<file path="src/rtl/ov_capture_window_pkg.sv">
// rtl/ov_capture_window_pkg.sv - capture window states, default geometry and crop helpers
package ov_capture_window_pkg;

  typedef enum logic [1:0] {
    S_IDLE  = 2'd0,
    S_SYNC  = 2'd1,
    S_FRAME = 2'd2
  } state_t;

  localparam int unsigned FRAME_WIDTH         = 640;
  localparam int unsigned FRAME_HEIGHT        = 480;
  localparam int unsigned ACTIVE_FRAME_WIDTH  = 512;
  localparam int unsigned ACTIVE_FRAME_HEIGHT = 384;
  localparam int unsigned X_OFFSET            = 64;
  localparam int unsigned Y_OFFSET            = 48;
  localparam int unsigned PIXEL_BIT_WIDTH     = 16;

  // Counters must be able to hold their saturation value itself.
  function automatic int unsigned cnt_width(input int unsigned max_val);
    return $clog2(max_val + 1);
  endfunction

  function automatic logic in_window(input int unsigned pos, input int unsigned first,
                                     input int unsigned len);
    return (pos >= first) && (pos < first + len);
  endfunction

  function automatic logic is_last(input int unsigned pos, input int unsigned first,
                                   input int unsigned len);
    return pos == first + len - 1;
  endfunction

endpackage

</file>
<file path="src/rtl/ov_edge_detect.sv">
// rtl/ov_edge_detect.sv - registered copy of a framing strobe with one-cycle rise/fall pulses
module ov_edge_detect (
  input  logic p_clk,
  input  logic RST,
  input  logic i_sig,
  output logic o_level,
  output logic o_rise,
  output logic o_fall
);

  logic level_q, level_d;
  logic prev_q, prev_d;

  always_comb begin
    level_d = i_sig;
    prev_d  = level_q;
  end

  always_ff @(posedge p_clk) begin
    if (!RST) begin
      level_q <= 1'b0;
      prev_q  <= 1'b0;
    end else begin
      level_q <= level_d;
      prev_q  <= prev_d;
    end
  end

  assign o_level = level_q;
  assign o_rise  = level_q & ~prev_q;
  assign o_fall  = ~level_q & prev_q;

endmodule

</file>
<file path="src/rtl/ov_capture_window.sv">
// rtl/ov_capture_window.sv - pairs camera bytes into 16-bit pixels, crops to the active window,
// and flags malformed lines and frames
module ov_capture_window
  import ov_capture_window_pkg::*;
#(
  parameter int unsigned FrameWidth        = FRAME_WIDTH,
  parameter int unsigned FrameHeight       = FRAME_HEIGHT,
  parameter int unsigned ActiveFrameWidth  = ACTIVE_FRAME_WIDTH,
  parameter int unsigned ActiveFrameHeight = ACTIVE_FRAME_HEIGHT,
  parameter int unsigned XOffset           = X_OFFSET,
  parameter int unsigned YOffset           = Y_OFFSET
) (
  input  logic        p_clk,
  input  logic        RST,
  input  logic        i_enable,
  input  logic        i_vsync,
  input  logic        i_href,
  input  logic [7:0]  i_data,
  output logic [15:0] o_pixel,
  output logic        o_valid,
  output logic        o_sof,
  output logic        o_eol,
  output logic        o_frame_done,
  output logic        o_line_err,
  output logic        o_frame_err
);

  localparam int XW = cnt_width(FrameWidth);
  localparam int YW = cnt_width(FrameHeight);
  localparam int BW = cnt_width(2 * FrameWidth);
  localparam logic [XW-1:0] X_MAX = XW'(FrameWidth);
  localparam logic [YW-1:0] Y_MAX = YW'(FrameHeight);
  localparam logic [BW-1:0] B_MAX = BW'(2 * FrameWidth);

  logic vs_level, vs_rise, vs_fall;
  logic hr_level, hr_rise, hr_fall;

  ov_edge_detect u_vsync_edge (
    .p_clk  (p_clk),
    .RST    (RST),
    .i_sig  (i_vsync),
    .o_level(vs_level),
    .o_rise (vs_rise),
    .o_fall (vs_fall)
  );

  ov_edge_detect u_href_edge (
    .p_clk  (p_clk),
    .RST    (RST),
    .i_sig  (i_href),
    .o_level(hr_level),
    .o_rise (hr_rise),
    .o_fall (hr_fall)
  );

  state_t          state_q, state_d;
  logic [7:0]      data_q, data_d;
  logic [7:0]      hi_q, hi_d;
  logic            phase_q, phase_d;
  logic [XW-1:0]   x_q, x_d;
  logic [YW-1:0]   y_q, y_d;
  logic [BW-1:0]   byte_cnt_q, byte_cnt_d;
  logic            ovf_q, ovf_d;
  logic [15:0]     pixel_q, pixel_d;
  logic            valid_q, valid_d;
  logic            sof_q, sof_d;
  logic            eol_q, eol_d;
  logic            done_q, done_d;
  logic            line_err_q, line_err_d;
  logic            frame_err_q, frame_err_d;

  logic            byte_phase;
  logic [BW-1:0]   byte_base;
  logic            ovf_base;

  always_comb begin
    state_d     = state_q;
    data_d      = i_data;
    hi_d        = hi_q;
    phase_d     = phase_q;
    x_d         = x_q;
    y_d         = y_q;
    byte_cnt_d  = byte_cnt_q;
    ovf_d       = ovf_q;
    pixel_d     = pixel_q;
    valid_d     = 1'b0;
    sof_d       = 1'b0;
    eol_d       = 1'b0;
    done_d      = 1'b0;
    line_err_d  = 1'b0;
    frame_err_d = 1'b0;
    // The byte that coincides with the HREF rise always opens a new pixel.
    byte_phase  = hr_rise ? 1'b0 : phase_q;
    byte_base   = hr_rise ? '0 : byte_cnt_q;
    ovf_base    = hr_rise ? 1'b0 : ovf_q;

    case (state_q)
      S_IDLE: begin
        if (i_enable) state_d = S_SYNC;
      end
      S_SYNC: begin
        if (vs_fall) begin
          state_d    = S_FRAME;
          x_d        = '0;
          y_d        = '0;
          phase_d    = 1'b0;
          byte_cnt_d = '0;
          ovf_d      = 1'b0;
        end
      end
      S_FRAME: begin
        if (vs_rise) begin
          // An open line is abandoned silently; the frame verdict uses y as it stands.
          state_d     = S_SYNC;
          done_d      = 1'b1;
          frame_err_d = (y_q != Y_MAX);
        end else if (hr_level && !vs_level) begin
          byte_cnt_d = (byte_base == B_MAX) ? B_MAX : byte_base + 1'b1;
          ovf_d      = ovf_base | (x_q == X_MAX);
          if (!byte_phase) begin
            hi_d    = data_q;
            phase_d = 1'b1;
          end else begin
            phase_d = 1'b0;
            if (x_q != X_MAX) begin
              x_d = x_q + 1'b1;
              if (in_window(32'(x_q), XOffset, ActiveFrameWidth) &&
                  in_window(32'(y_q), YOffset, ActiveFrameHeight)) begin
                valid_d = 1'b1;
                pixel_d = {hi_q, data_q};
                sof_d   = (32'(x_q) == XOffset) && (32'(y_q) == YOffset);
                eol_d   = is_last(32'(x_q), XOffset, ActiveFrameWidth);
              end
            end
          end
        end else if (hr_fall) begin
          line_err_d = (byte_cnt_q != B_MAX) || ovf_q;
          x_d        = '0;
          phase_d    = 1'b0;
          if (y_q != Y_MAX) y_d = y_q + 1'b1;
        end
      end
      default: state_d = S_IDLE;
    endcase

    if (!i_enable) begin
      state_d     = S_IDLE;
      valid_d     = 1'b0;
      sof_d       = 1'b0;
      eol_d       = 1'b0;
      done_d      = 1'b0;
      line_err_d  = 1'b0;
      frame_err_d = 1'b0;
    end
  end

  always_ff @(posedge p_clk) begin
    if (!RST) begin
      state_q     <= S_IDLE;
      data_q      <= '0;
      hi_q        <= '0;
      phase_q     <= 1'b0;
      x_q         <= '0;
      y_q         <= '0;
      byte_cnt_q  <= '0;
      ovf_q       <= 1'b0;
      pixel_q     <= '0;
      valid_q     <= 1'b0;
      sof_q       <= 1'b0;
      eol_q       <= 1'b0;
      done_q      <= 1'b0;
      line_err_q  <= 1'b0;
      frame_err_q <= 1'b0;
    end else begin
      state_q     <= state_d;
      data_q      <= data_d;
      hi_q        <= hi_d;
      phase_q     <= phase_d;
      x_q         <= x_d;
      y_q         <= y_d;
      byte_cnt_q  <= byte_cnt_d;
      ovf_q       <= ovf_d;
      pixel_q     <= pixel_d;
      valid_q     <= valid_d;
      sof_q       <= sof_d;
      eol_q       <= eol_d;
      done_q      <= done_d;
      line_err_q  <= line_err_d;
      frame_err_q <= frame_err_d;
    end
  end

  assign o_pixel      = pixel_q;
  assign o_valid      = valid_q;
  assign o_sof        = sof_q;
  assign o_eol        = eol_q;
  assign o_frame_done = done_q;
  assign o_line_err   = line_err_q;
  assign o_frame_err  = frame_err_q;

endmodule

</file>
<file path="config.mk">
export PLATFORM = sky130hd
export DESIGN_NAME = ov_capture_window
export DESIGN_NICKNAME = d
export VERILOG_FILES = /design/src/rtl/ov_capture_window_pkg.sv /design/src/rtl/ov_edge_detect.sv /design/src/rtl/ov_capture_window.sv
export SDC_FILE = /design/constraint.sdc
export NUM_CORES = 1
export LEC_CHECK = 0
export ABC_AREA = 1
export CAP_MARGIN = 20
export CORE_ASPECT_RATIO = 1.4
export CORE_MARGIN = 2
export CORE_UTILIZATION = 47
export CTS_CLUSTER_DIAMETER = 120
export CTS_CLUSTER_SIZE = 10
export DETAILED_ROUTE_END_ITERATION = 6
export GPL_ROUTABILITY_DRIVEN = 0
export GPL_TIMING_DRIVEN = 0
export PLACE_DENSITY = 0.67
export SLEW_MARGIN = 20
export SYNTH_ARGS = -nofsm -noshare
export SYNTH_HDL_FRONTEND = slang
export SYNTH_SLANG_ARGS = --single-unit
</file>
<file path="constraint.sdc">
create_clock -name p_clk -period 4.57 [get_ports p_clk]
set_input_delay 0.457 -clock p_clk [delete_from_list [all_inputs] [get_ports p_clk]]
set_output_delay 0.457 -clock p_clk [all_outputs]
set_load 0.1 [all_outputs]
</file>
Yosys cells after proc, flatten, opt, wreduce, memory -nomap -nowiden --
Cells that the tools add are included.
Cells by class: add/sub/neg operators 3, order comparisons 4, eq/ne operators 20, muxes and demuxes 35, bitwise operators 18, reduce and logical (&&, ||, !) cells 22
Operator list (number):
- $mux 10 | 6
- $mux 11 | 5
- $mux 9 | 5
- $pmux 11 s2 | 1
- $eq 10x10->1 const B | 2
- $pmux 10 s2 | 1
- $pmux 9 s2 | 1
- $reduce_and 6->1 | 3
- $reduce_and 4->1 | 4
- $not 1->1 | 13
- $add 11x1->11 const B | 1
- $eq 11x11->1 const B | 1
- $mux 1 | 11
- $ne 11x11->1 const B | 1
- $add 10x1->10 const B | 1
- $eq 10x7->1 const B | 1
- $ge 10x7->1 const B | 1
- $lt 10x10->1 const B | 1
- $ne 10x10->1 const B | 1
- $ne 2x2->1 const B | 5
- $add 9x1->9 const B | 1
- $eq 9x6->1 const B | 1
- $ge 9x6->1 const B | 1
- $lt 9x9->1 const B | 1
- other kinds (20) | 33
Word-level totals: bits in registers 76, input port bits 13, output and inout port bits 22, logic and storage cells 121

Logic depth before layout (Yosys ltp) --
Gate-level depths: netlist (run 1).
word-level depth 8, gate-level depth with buffers 13, mapped depth without buffers 12

Hierarchy --
Synthesis (run 1) repeated with hierarchy kept, for this count alone.
Second synthesis, totals: cell total of the unflattened synthesis 589, area, all modules 3897.5 um^2
Modules (own cells, without submodules):
- ov_capture_window | instances 1, cells each 569, area each 3752.3 um^2
- ov_edge_detect | instances 2, cells each 10, area each 72.6 um^2

Least setup slack after synthesis (run 1) --
OpenSTA, ideal clock, no wires.
kind register to register, start register u_href_edge.prev_q, end register byte_cnt_q[10], arrival 1572 ps, path slack 2928 ps, cell stages (with the launch flop) 13, period minus slack after synthesis 1642 ps, cells stage by stage dfxtp_1 > inv_1 > nand2_2 > buf_2 > nand2_1 > inv_1 > ha_1 > nand4_1 > nor2_1 > nand2_1 > nand2_1 > nand3_1 > a21oi_1
On the way: cells in the longest elaborated chain, start to end 8, elaborated cells on any way between the ends 9, classes of those cells 1 x add/sub; 1 x eq/ne; 5 x mux; 2 x bitwise
Ends and longest elaborated chain:
- start: declaration | RTL line ov_edge_detect.sv:12 | logic prev_q, prev_d;
- start signal: assignment | RTL line ov_edge_detect.sv:25 | prev_q <= prev_d;
- $not 1->1 * | RTL line ov_edge_detect.sv:30 | assign o_rise = level_q & ~prev_q;
- $and 1x1->1 * | RTL line ov_edge_detect.sv:30
- $mux 11 * | RTL line ov_capture_window.sv:94 | byte_base = hr_rise ? '0 : byte_cnt_q;
- $add 11x1->11 or $eq 11x11->1 (tied branches) | RTL line ov_capture_window.sv:118 | byte_cnt_d = (byte_base == B_MAX) ? B_MAX : byte_base + 1'b1;
- $mux 11 * | RTL line ov_capture_window.sv:118
- $mux 11 * | RTL line ov_capture_window.sv:117 | end else if (hr_level && !vs_level) begin
- $mux 11 * | RTL line ov_capture_window.sv:112 | if (vs_rise) begin
- $pmux 11 s2 * | RTL line ov_capture_window.sv:97 | case (state_q)
- end signal: assignment | RTL line ov_capture_window.sv:181 | byte_cnt_q <= byte_cnt_d;
- end: declaration | RTL line ov_capture_window.sv:62 | logic [BW-1:0] byte_cnt_q, byte_cnt_d;
Every way passes the cells marked *; elsewhere a longest branch is shown, timed or not. The select of a mux whose other input is x is not followed. A chain may end at the register's enable or synchronous reset.

Final worst setup path (run 1) --
start register pixel_q[6], in the netlist o_pixel[6], end output o_pixel[6]
RTL lines:
- start: declaration | RTL line ov_capture_window.sv:64 | logic [15:0] pixel_q, pixel_d;
- start signal: assignment | RTL line ov_capture_window.sv:183 | pixel_q <= pixel_d;
- end: declaration | RTL line ov_capture_window.sv:19 | output logic [15:0] o_pixel,
No word-level cell between the ends.

==> flow_summary_export.csv, run 1 <==
group,metric,value,unit
finish,stdcell_area,4380,um2
global_routing,grt_antenna_before_repair,0,
timing,finalClockSkew,0.00606,ns
logic_synthesis,syn_nets,562,
run_status,run_status,"complete, no violations",
clocking,cts_max_path_buffers,2,
route,avgViaCountPerCell,5.04,
worst_setup_path,critical_path.endpoint_type,"output pin",
worst_setup_path,setup.reg_to_reg.worst_slack,2.49,ns
floorplanning,start_util,0.481,
timing,setup_tns,0,ns
timing,setup_repair_after_global_routing_missed_its_margin,"no",
clocking,clk-insertion-delay-late,0.35,ns
logic_synthesis,postSynthCellCount,543,
logic_synthesis,synthesis.yosys.warnings,0,
route,route.final.wire_length,8.72,mm
worst_setup_path,cp.required,4.11,ns
worst_setup_path,number_of_buffer_and_inverter_stages_on_the_critical_path,1,
clocking,cts_resized,0,
clocking,hold_buffer_count_at_cts,0,
route,drt_drc_violations_left,0,
worst_setup_path,worstPathArrival,1.85,ns
finish,ff_latch_area,1520,um2
global_routing,grt_first_pass_wirelength,14.8,mm
worst_setup_path,timing.reg2reg.worst_path_depth,11,
worst_setup_path,critical_path.cell_chain,"clkdlybuf4s50_1",
worst_setup_path,reg_to_reg_endpoint,"byte_cnt_q[6]$_SDFFE_PN0P_",
floorplanning,die_height,109,um
worst_setup_path,cp_top_family,"buffers and inverters",
logic_synthesis,post_synth_mux_area_share,0,
route,detailedRoute.firstPassIterationCount,4,
timing,post-route-min-period,2.30,ns
min_path,hold-path-cell-count,2,
clocking,cts.sinks,76,
global_routing,vias_in_the_first_global_route,3352,
timing,fin_crit_sh,0.504,
timing,finalHoldViolations,0,
floorplanning,fp-row-count,38,
logic_synthesis,dominant_combinational_cell_family_by_area_after_synthesis,"simple AND/OR/NAND/NOR gates",
finish,drive_gt1_frac,0.0777,
global_routing,grt_util_all_layers,0.219,
floorplanning,io_pins,35,
timing,drv_slew,0,
timing,setup_viol,0,
power,finalPower,1.29,mW
clocking,clk_root_buffer_cell,"sky130_fd_sc_hd__clkbuf_8",
min_path,hp_class,"flop to flop",
finish,layoutNonFillerInstCount,692,
place,placed_cells_incl_taps,676,
logic_synthesis,area_fraction_in_compound_gates_after_synthesis,0.0838,
run,cap_violations,0,
floorplanning,dieArea,8610,um2
logic_synthesis,synth_simple_gate_area_frac,0.387,
min_path,hold_path.startpoint,"hi_q[7]$_SDFFE_PN0P_",
clocking,tritoncts_clock_tree,"built",
route,antenna_left,0,
logic_synthesis,syn-cell-area,3700,um2
worst_setup_path,crit_slowest_cell,"sky130_fd_sc_hd__clkdlybuf4s50_1",
logic_synthesis,synth-seq-cells,76,
floorplanning,chipWidth,79.0,um
power,p_leak,1.82,nW
route,initialDrtViolationCount,145,
worst_setup_path,timing.critical_path.from,"o_pixel[6]$_SDFFE_PN0P_",
logic_synthesis,netlist-cell-type-count,32,
finish,multi_input_comb_area,1830,um2
finish,syn2layout_area_growth,18.2,%
place,hpwlAfterDp,6.60,mm
min_path,worst_hold_path.endpoint,"hi_q[7]$_SDFFE_PN0P_",
global_routing,gr-total-overflow,0,
worst_setup_path,cpPeakStageDelay,1.14,ns
route,num_vias,3489,
power,power_density,294,nW/um2
worst_setup_path,critical_path_maximum_fanout,2,
route,post_detailed_route_wirelength_per_cell,12.6,um
finish,insertedDiodeCount,0,
logic_synthesis,yosysSeqAreaShare,0.411,
logic_synthesis,synthAdderAreaFrac,0.0203,
logic_synthesis,synth_xor_xnor_area_share,0.00237,
clocking,number_of_buffers_inserted_during_clock_tree_synthesis,9,
finish,nets,606,
worst_setup_path,critPathKind,"flop to output pin",
logic_synthesis,avgSynthCellArea,6.82,um2
place,placement.io_buffers,33,
finish,fillerInstances,780,
clocking,post-cts-setup-buffer-count,0,
place,placed_area,4160,um2
worst_setup_path,crit-reg2reg-launch,"u_href_edge.prev_q$_SDFF_PN0_",
clocking,cts.clk_slew.worst_paths,0.08,ns
floorplanning,core_region_area,7700,um2
clocking,cts.htree.levels,3,
timing,clock.fmax,434,MHz
power,ir_drop,0.000215,V
global_routing,grt_max_degree,13,
worst_setup_path,worst_setup_path_start_kind,"flop",
timing,timing_worst_slew_pin_value,1.00,ns
timing,timing.max_slew.rel_slack,0.329,
==> worst register-to-register path: cells and delay by family, from the launching register on <==
family | cells | cell delay [ns]
AND/OR/NAND/NOR | 7 | 1.04
flip-flops | 1 | 0.34
buffers and inverters | 2 | 0.30
adder cells (fa/ha/maj) | 1 | 0.20
AO/OA/AOI/OAI | 1 | 0.14
==> state kept, by name (all words and copies together), names as in the netlist, 2 cells and up <==
name,flops
y_q,9
data_q,8
state_q,2
x_q,10
o_pixel,16
hi_q,8
byte_cnt_q,11
==> power by group <==
part | switching (mW) | internal [mW] | leakage [nW]
Combinational | 0.0318 | 0.0194 | 1.10
Sequential | 0.00462 | 0.669 | 0.615
Clock | 0.241 | 0.322 | 0.107
Total | 0.277 | 1.01 | 1.82
==> per-stage QoR <==
step	setup WS [ns]	util	hold slack (ns)
5_1_grt	2.19	0.568	0.485
2_1_floorplan	2.93	-	0.430
4_1_cts	2.24	0.568	0.467
6_report	2.27	0.568	0.464
3_5_place_dp	2.52	0.540	0.456
3_3_place_gp	2.56	0.540	0.447
==> worst max path at each step <==
stage,end,cells past startpoint
after CTS,o_pixel[2],1
final,o_pixel[6],1
after global placement,byte_cnt_q[6]$_SDFFE_PN0P_,11
after global routing,o_pixel[7],1
after floorplan,byte_cnt_q[10]$_SDFFE_PN0P_,12
after detailed placement,byte_cnt_q[7]$_SDFFE_PN0P_,11
==> cell usage in the layout (no fill, tap or decap), types with 11 or more instances in the layout <==
cell type,synthesis,layout
sky130_fd_sc_hd__inv_1,63,63
sky130_fd_sc_hd__a21oi_1,37,37
sky130_fd_sc_hd__nor2_1,76,76
sky130_fd_sc_hd__nand3b_1,11,11
sky130_fd_sc_hd__o21ai_0,15,15
sky130_fd_sc_hd__nand4_1,16,16
sky130_fd_sc_hd__nand2_1,132,132
sky130_fd_sc_hd__nand3_1,48,48
sky130_fd_sc_hd__dfxtp_1,76,76
sky130_fd_sc_hd__clkdlybuf4s50_1,0,33
==> kinds of logic after synthesis <==
family | count (synthesis)
XOR/XNOR | 1
flip-flops | 76
AO/OA/AOI/OAI | 60
adder cells (fa/ha/maj) | 6
AND/OR/NAND/NOR | 313
buffers and inverters | 87
==> synth_stat cells, drive strengths merged <==
| cell | instances | area [um2] |
|---|---|---|
| nand3 | 48 | 240 |
| nand2 | 138 | 543 |
| clkinv | 1 | 5.00 |
| a21oi | 37 | 185 |
| clkbuf | 8 | 30.0 |
| and2 | 1 | 6.26 |
| o22ai | 1 | 6.26 |
| inv | 69 | 259 |
| nor3 | 7 | 46.3 |
| a21o | 1 | 7.51 |
| a31oi | 1 | 6.26 |
| dfxtp | 76 | 1520 |
| nand3b | 11 | 82.6 |
| ha | 6 | 75.1 |
| nand4 | 16 | 100 |
| nor2 | 86 | 375 |
| nor4 | 4 | 25.0 |
| o21ai | 18 | 90.1 |
| o21bai | 2 | 15.0 |
| nor3b | 2 | 15.0 |
| xor2 | 1 | 8.76 |
| buf | 9 | 58.8 |
==> final cells by class <==
cell class	instances	area share
clock inverter	4	0.0166
inverter	70	0.0603
timing repair buffer	33	0.0755
buffer	17	0.0203
sequential	76	0.348
tap	100	0.0286
clock buffer	12	0.0332
multi-input combinational	380	0.418
==> routing by layer <==
metal,wire (um),GRT usage,up-vias
li1,-,-,1818
met1,3530,0.228,1598
met2,4760,0.411,62
met3,252,0.0546,11
met4,178,0.0985,0
met5,0,0,-
No activity file was read; power rests on OpenSTA's default activity.
==> run 2: changes to the inputs <==
--- a/config.mk
+++ b/config.mk
@@ -15,7 +15,7 @@
 export DETAILED_ROUTE_END_ITERATION = 6
 export GPL_ROUTABILITY_DRIVEN = 0
 export GPL_TIMING_DRIVEN = 0
-export PLACE_DENSITY = 0.67
+export PLACE_DENSITY = 0.7
 export SLEW_MARGIN = 20
 export SYNTH_ARGS = -nofsm -noshare
 export SYNTH_HDL_FRONTEND = slang
==> constraint.sdc (replaced) <==
create_clock -name p_clk -period 2.1 [get_ports p_clk]
set_input_delay 0.21 -clock p_clk [delete_from_list [all_inputs] [get_ports p_clk]]
set_output_delay 0.21 -clock p_clk [all_outputs]
set_load 0.1 [all_outputs]
==> run 2 against run 1 <==
  * Via count is 0.46% higher
  * Clock power increased by 140%
  * Critical path depth did not move
  * Utilization rose by 0.91 points
  * Clock skew increased by 0.010 ns
==> flow_summary_export.csv, run 2 (same netlist as run 1, synthesis figures left out) <==
group,metric,value,unit
run_status,run_status,"complete, no violations",
floorplanning,core_region_area,7700,um2
worst_setup_path,timing.critical_path.from,"o_pixel[12]$_SDFFE_PN0P_",
worst_setup_path,number_of_buffer_and_inverter_stages_on_the_critical_path,1,
clocking,cts.htree.levels,3,
timing,post-route-min-period,2.05,ns
finish,drive_gt1_frac,0.0875,
timing,timing.max_slew.rel_slack,0.344,
timing,timing_worst_slew_pin_value,0.983,ns
finish,syn2layout_area_growth,20.1,%
global_routing,grt_util_all_layers,0.220,
worst_setup_path,cell_depth_of_the_worst_setup_path,1,
clocking,clk-insertion-delay-late,0.36,ns
timing,finalHoldViolations,0,
worst_setup_path,critical_path_maximum_fanout,2,
timing,drv_slew,0,
global_routing,grt_antenna_before_repair,0,
worst_setup_path,crit_slowest_cell,"sky130_fd_sc_hd__clkdlybuf4s50_1",
min_path,hp_class,"primary input to flop",
place,hpwlAfterDp,6.51,mm
clocking,clk_root_buffer_cell,"sky130_fd_sc_hd__clkbuf_8",
finish,layout.cells.most_common,"sky130_fd_sc_hd__nand2_1",
global_routing,grt_max_degree,15,
worst_setup_path,cpPeakStageDelay,1.14,ns
worst_setup_path,crit-reg2reg-launch,"u_href_edge.prev_q$_SDFF_PN0_",
worst_setup_path,critical_path.cell_chain,"clkdlybuf4s50_1",
global_routing,grt_first_pass_wirelength,15.0,mm
finish,stdcell_area,4450,um2
worst_setup_path,critPathKind,"flop to output pin",
worst_setup_path,cp_top_family,"buffers and inverters",
timing,worst_hold_slack,0.320,ns
route,initialDrtViolationCount,181,
global_routing,gr-total-overflow,0,
floorplanning,die_height,109,um
clocking,number_of_buffers_inserted_during_clock_tree_synthesis,9,
finish,insertedDiodeCount,0,
clocking,cts.sinks,76,
place,place_worst_setup_slack,0.0784,ns
timing,clock.fmax,487,MHz
run,cap_violations,0,
worst_setup_path,worstPathArrival,1.84,ns
finish,highest_count_cells_in_the_layout_ignoring_fill_and_taps,"sky130_fd_sc_hd__nand2_1, sky130_fd_sc_hd__dfxtp_1, sky130_fd_sc_hd__nor2_1",
timing,finalClockSkew,0.0162,ns
route,num_vias,3505,
clocking,tritoncts_clock_tree,"built",
place,placed_area,4160,um2
floorplanning,fp-row-count,38,
worst_setup_path,timing.reg2reg.worst_path_depth,11,
floorplanning,io_pins,35,
finish,fillerInstances,764,
timing,fin_crit_sh,0.978,
worst_setup_path,critical_path.endpoint_type,"output pin",
worst_setup_path,timing.critical_path.to,"o_pixel[12]",
floorplanning,dieArea,8610,um2
worst_setup_path,worst_setup_path_start_kind,"flop",
finish,nets,608,
route,post_detailed_route_wirelength_per_cell,12.6,um
route,antenna_left,0,
worst_setup_path,reg_to_reg_endpoint,"byte_cnt_q[4]$_SDFFE_PN0P_",
power,p_leak,2.00,nW
floorplanning,start_util,0.481,
clocking,hold_buffer_count_at_cts,0,
power,ir_drop,0.000525,V
route,detailedRoute.firstPassIterationCount,4,
finish,largest_register_ffs,16,
clocking,cts.clk_slew.worst_paths,0.08,ns
clocking,cts_max_path_buffers,2,
floorplanning,chipWidth,79.0,um
worst_setup_path,cp.required,1.89,ns
global_routing,vias_in_the_first_global_route,3455,
timing,setup_viol,0,
worst_setup_path,setup.reg_to_reg.worst_slack,0.18,ns
place,placement.io_buffers,33,
route,avgViaCountPerCell,5.05,
timing,setup_slack_of_the_critical_path_after_layout,0.0461,ns
power,power_density,661,nW/um2
route,drt_drc_violations_left,0,
route,route.final.wire_length,8.78,mm
run 2: cell count changes in the layout (fill, tap and decap cells not counted), sizes merged:
cell | previous run | this run
buf | 9 | 10
bufinv | 2 | 3
clkbuf | 20 | 18
clkdlybuf4s50 | 33 | 25
clkinv | 2 | 3
clkinvlp | 1 | 0
dlymetal6s2s | 0 | 8
inv | 69 | 71
run 2: power by group:
part / switching (mW) / internal, mW / leakage (nW)
sequential: 0.00960 / 1.45 / 0.615
combinational: 0.0690 / 0.0425 / 1.26
clock: 0.567 / 0.798 / 0.124
total: 0.645 / 2.29 / 2.00
run 2: how the worst min path moves through the flow:
stage / startpoint / end / cells after the start
CTS: RST / o_line_err$_SDFF_PP0_ / 3
floorplan: i_data[0] / data_q[0]$_SDFF_PN0_ / 2
finish: RST / o_line_err$_SDFF_PP0_ / 3
detailed placement: hi_q[7]$_SDFFE_PN0P_ / hi_q[7]$_SDFFE_PN0P_ / 2
global route: RST / o_line_err$_SDFF_PP0_ / 3
global placement: hi_q[6]$_SDFFE_PN0P_ / hi_q[6]$_SDFFE_PN0P_ / 2
run 2: per-layer routing:
layer / track usage / vias up / share of wire
met5: 0 / - / 0
met1: 0.237 / 1615 / 0.42
met3: 0.0455 / 12 / 0.025
met4: 0.0837 / 0 / 0.019
li1: - / 1831 / -
met2: 0.416 / 47 / 0.54
run 2: repair_timing:
item	4_1_cts	5_1_grt
resized for setup	0	11
buffers inserted	0	2
setup endpoints to repair	0	15
run 2: area by class of cell:
class / count / area [um2] / area share
inverter: 70 / 264 / 0.0594
clock buffer: 9 / 124 / 0.0279
sequential: 76 / 1520 / 0.342
multi-input combinational: 380 / 1830 / 0.412
timing repair buffer: 35 / 365 / 0.0822
tap: 100 / 125 / 0.0281
buffer: 17 / 91.3 / 0.0205
clock inverter: 7 / 121 / 0.0273
run 2: stage by stage:
stage	cells	TNS, ns	power, mW	utilization
after global placement	676	0	1.61	0.540
after floorplan	543	0	1.56	-
after global routing	694	-0.120	3.05	0.577
after CTS	692	0	2.96	0.572
after detailed placement	676	0	1.61	0.540
final	694	0	2.94	0.577
run 2: tightest hold or removal path, stage by stage:
cell,delay [ns]
sky130_fd_sc_hd__clkbuf_1,0.20
sky130_fd_sc_hd__nand3_1,0.17
sky130_fd_sc_hd__a31oi_1,0.05
==> run 3: changes to the inputs <==
--- a/config.mk
+++ b/config.mk
@@ -9,13 +9,13 @@
 export CAP_MARGIN = 20
 export CORE_ASPECT_RATIO = 1.4
 export CORE_MARGIN = 2
-export CORE_UTILIZATION = 47
+export CORE_UTILIZATION = 49
 export CTS_CLUSTER_DIAMETER = 120
 export CTS_CLUSTER_SIZE = 10
 export DETAILED_ROUTE_END_ITERATION = 6
 export GPL_ROUTABILITY_DRIVEN = 0
 export GPL_TIMING_DRIVEN = 0
-export PLACE_DENSITY = 0.7
+export PLACE_DENSITY = 0.73
 export SLEW_MARGIN = 20
 export SYNTH_ARGS = -nofsm -noshare
 export SYNTH_HDL_FRONTEND = slang
==> run 3 against run 2 <==
  * Utilization is 2.2 points higher
  * Sequential power is essentially flat
  * Final cell count fell by 0.58%
  * Setup slack worse by 0.0060 ns
  * Critical path type unchanged
  * Largest cell class unchanged
  * Largest power group unchanged
==> flow_summary_export.csv, run 3 (same netlist as run 1, synthesis figures left out) <==
group,metric,value,unit
route,detailedRoute.firstPassIterationCount,4,
route,num_vias,3526,
clocking,cts.htree.levels,3,
run_status,run_status,"complete, no violations",
timing,finalHoldViolations,0,
clocking,cts_max_path_buffers,2,
timing,timing.max_slew.rel_slack,0.344,
finish,fillerInstances,679,
global_routing,gr-total-overflow,0,
route,initialDrtViolationCount,182,
timing,clock.fmax,485,MHz
finish,highest_count_cells_in_the_layout_ignoring_fill_and_taps,"sky130_fd_sc_hd__nand2_1, sky130_fd_sc_hd__dfxtp_1, sky130_fd_sc_hd__nor2_1",
power,finalPower,2.82,mW
place,hpwlAfterDp,6.49,mm
worst_setup_path,worstPathArrival,1.85,ns
route,avgViaCountPerCell,5.11,
route,route.final.wire_length,8.56,mm
worst_setup_path,critical_path.endpoint_type,"output pin",
floorplanning,core_region_area,7360,um2
worst_setup_path,critical_path.cell_chain,"clkdlybuf4s50_1",
clocking,cts.sinks,76,
timing,drv_slew,0,
power,ir_drop,0.000470,V
min_path,hp_class,"primary input to flop",
clocking,tritoncts_clock_tree,"built",
global_routing,grt_antenna_before_repair,0,
floorplanning,chipWidth,77.5,um
route,antenna_left,0,
finish,insertedDiodeCount,0,
worst_setup_path,timing.critical_path.from,"o_pixel[6]$_SDFFE_PN0P_",
timing,setup_viol,0,
finish,multi_input_comb_area,1840,um2
timing,finalClockSkew,0.00764,ns
worst_setup_path,worst_setup_path_start_kind,"flop",
worst_setup_path,critical_path_maximum_fanout,2,
timing,setup_repair_after_global_routing_missed_its_margin,"no",
worst_setup_path,critPathKind,"flop to output pin",
floorplanning,io_pins,35,
power,power_density,639,nW/um2
finish,layout.cells.most_common,"sky130_fd_sc_hd__nand2_1",
finish,drive_gt1_frac,0.0877,
place,placement.io_buffers,33,
worst_setup_path,cpPeakStageDelay,1.14,ns
route,drt_drc_violations_left,0,
finish,syn2layout_area_growth,19.1,%
timing,post-route-min-period,2.06,ns
worst_setup_path,number_of_buffer_and_inverter_stages_on_the_critical_path,1,
finish,nets,607,
timing,setup_tns,0,ns
floorplanning,start_util,0.503,
timing,timing_worst_slew_pin_value,0.981,ns
worst_setup_path,crit-reg2reg-launch,"u_href_edge.o_level$_SDFF_PN0_",
timing,worst_hold_slack,0.327,ns
route,post_detailed_route_wirelength_per_cell,12.4,um
finish,largest_register_ffs,16,
global_routing,grt_util_all_layers,0.227,
global_routing,grt_first_pass_wirelength,14.9,mm
clocking,hold_buffer_count_at_cts,0,
worst_setup_path,cp_top_family,"buffers and inverters",
clocking,cts.clk_slew.worst_paths,0.08,ns
clocking,clk_root_buffer_cell,"sky130_fd_sc_hd__clkbuf_8",
floorplanning,fp-row-count,37,
global_routing,vias_in_the_first_global_route,3436,
power,p_leak,1.88,nW
run,cap_violations,0,
worst_setup_path,cp.required,1.89,ns
floorplanning,dieArea,8280,um2
timing,fin_crit_sh,0.981,
clocking,number_of_buffers_inserted_during_clock_tree_synthesis,9,
global_routing,grt_max_degree,14,
floorplanning,die_height,107,um
worst_setup_path,crit_slowest_cell,"sky130_fd_sc_hd__clkdlybuf4s50_1",
clocking,clk-insertion-delay-late,0.36,ns
finish,ff_latch_area,1520,um2
min_path,hold_path.startpoint,"RST",
-- run 3: cell types whose count changed in the layout (fill, tap and decap cells not counted) --
cell,change
sky130_fd_sc_hd__inv_6,-2
sky130_fd_sc_hd__dlymetal6s2s_1,-5
sky130_fd_sc_hd__clkbuf_4,-1
sky130_fd_sc_hd__clkinv_4,-1
sky130_fd_sc_hd__bufinv_16,-1
sky130_fd_sc_hd__nor2_4,+1
sky130_fd_sc_hd__nor2_1,-1
sky130_fd_sc_hd__clkdlybuf4s50_1,+5
sky130_fd_sc_hd__clkbuf_8,+1
sky130_fd_sc_hd__clkinvlp_4,+3
-- run 3: path summary, 6_finish.rpt --
kind | endpoint | slack, ns | depth (start not counted)
setup / recovery | o_pixel[6] | 0.04 | 1
hold / removal | o_line_err$_SDFF_PP0_ | 0.33 | 3
setup reg to reg | byte_cnt_q[4]$_SDFFE_PN0P_ | 0.18 | 10
hold reg to reg | hi_q[6]$_SDFFE_PN0P_ | 0.46 | 2
-- run 3: repair_timing --
item,in CTS,in global routing
gates resized for setup,0,9
buffers inserted,0,1
setup endpoints to repair,0,10
-- run 3: worst reg2reg max path: cells and delay by family (launching register included) --
family | cells | cell delay, ns
fa+ha+maj | 1 | 0.18
flops | 1 | 0.36
buf+inv | 3 | 0.48
simple gates | 4 | 0.56
xor+xnor | 1 | 0.12
compound gates | 1 | 0.13
-- run 3: final cells by class --
type / count / area share
Tap cell: 97 / 0.0275
Inverter: 70 / 0.0599
Multi-Input combinational cell: 380 / 0.417
Buffer: 17 / 0.0207
Clock inverter: 6 / 0.0199
Clock buffer: 10 / 0.0312
Timing Repair Buffer: 34 / 0.0783
Sequential cell: 76 / 0.345
-- run 3: power by group --
group,internal [mW],leakage [nW],switching (mW)
Sequential,1.45,0.615,0.00940
Clock,0.698,0.105,0.542
Combinational,0.0427,1.16,0.0698
Total,2.20,1.88,0.621
-- run 3: stage by stage --
stage | instance area (um2) | std cells | setup slack, ns | utilization
4_1_cts | 4380 | 689 | 0.0104 | 0.595
6_report | 4410 | 690 | 0.0401 | 0.599
2_1_floorplan | 3700 | 543 | 0.458 | -
5_1_grt | 4410 | 690 | 0.00148 | 0.599
3_5_place_dp | 4150 | 673 | 0.0434 | 0.564
3_3_place_gp | 4150 | 673 | 0.116 | 0.564
-- run 3: per-layer routing --
layer	vias up	GRT usage	wire, um
met1	1613	0.234	3390
met5	-	0	0
li1	1826	-	-
met2	69	0.418	4590
met4	0	0.129	261
met3	18	0.0497	320
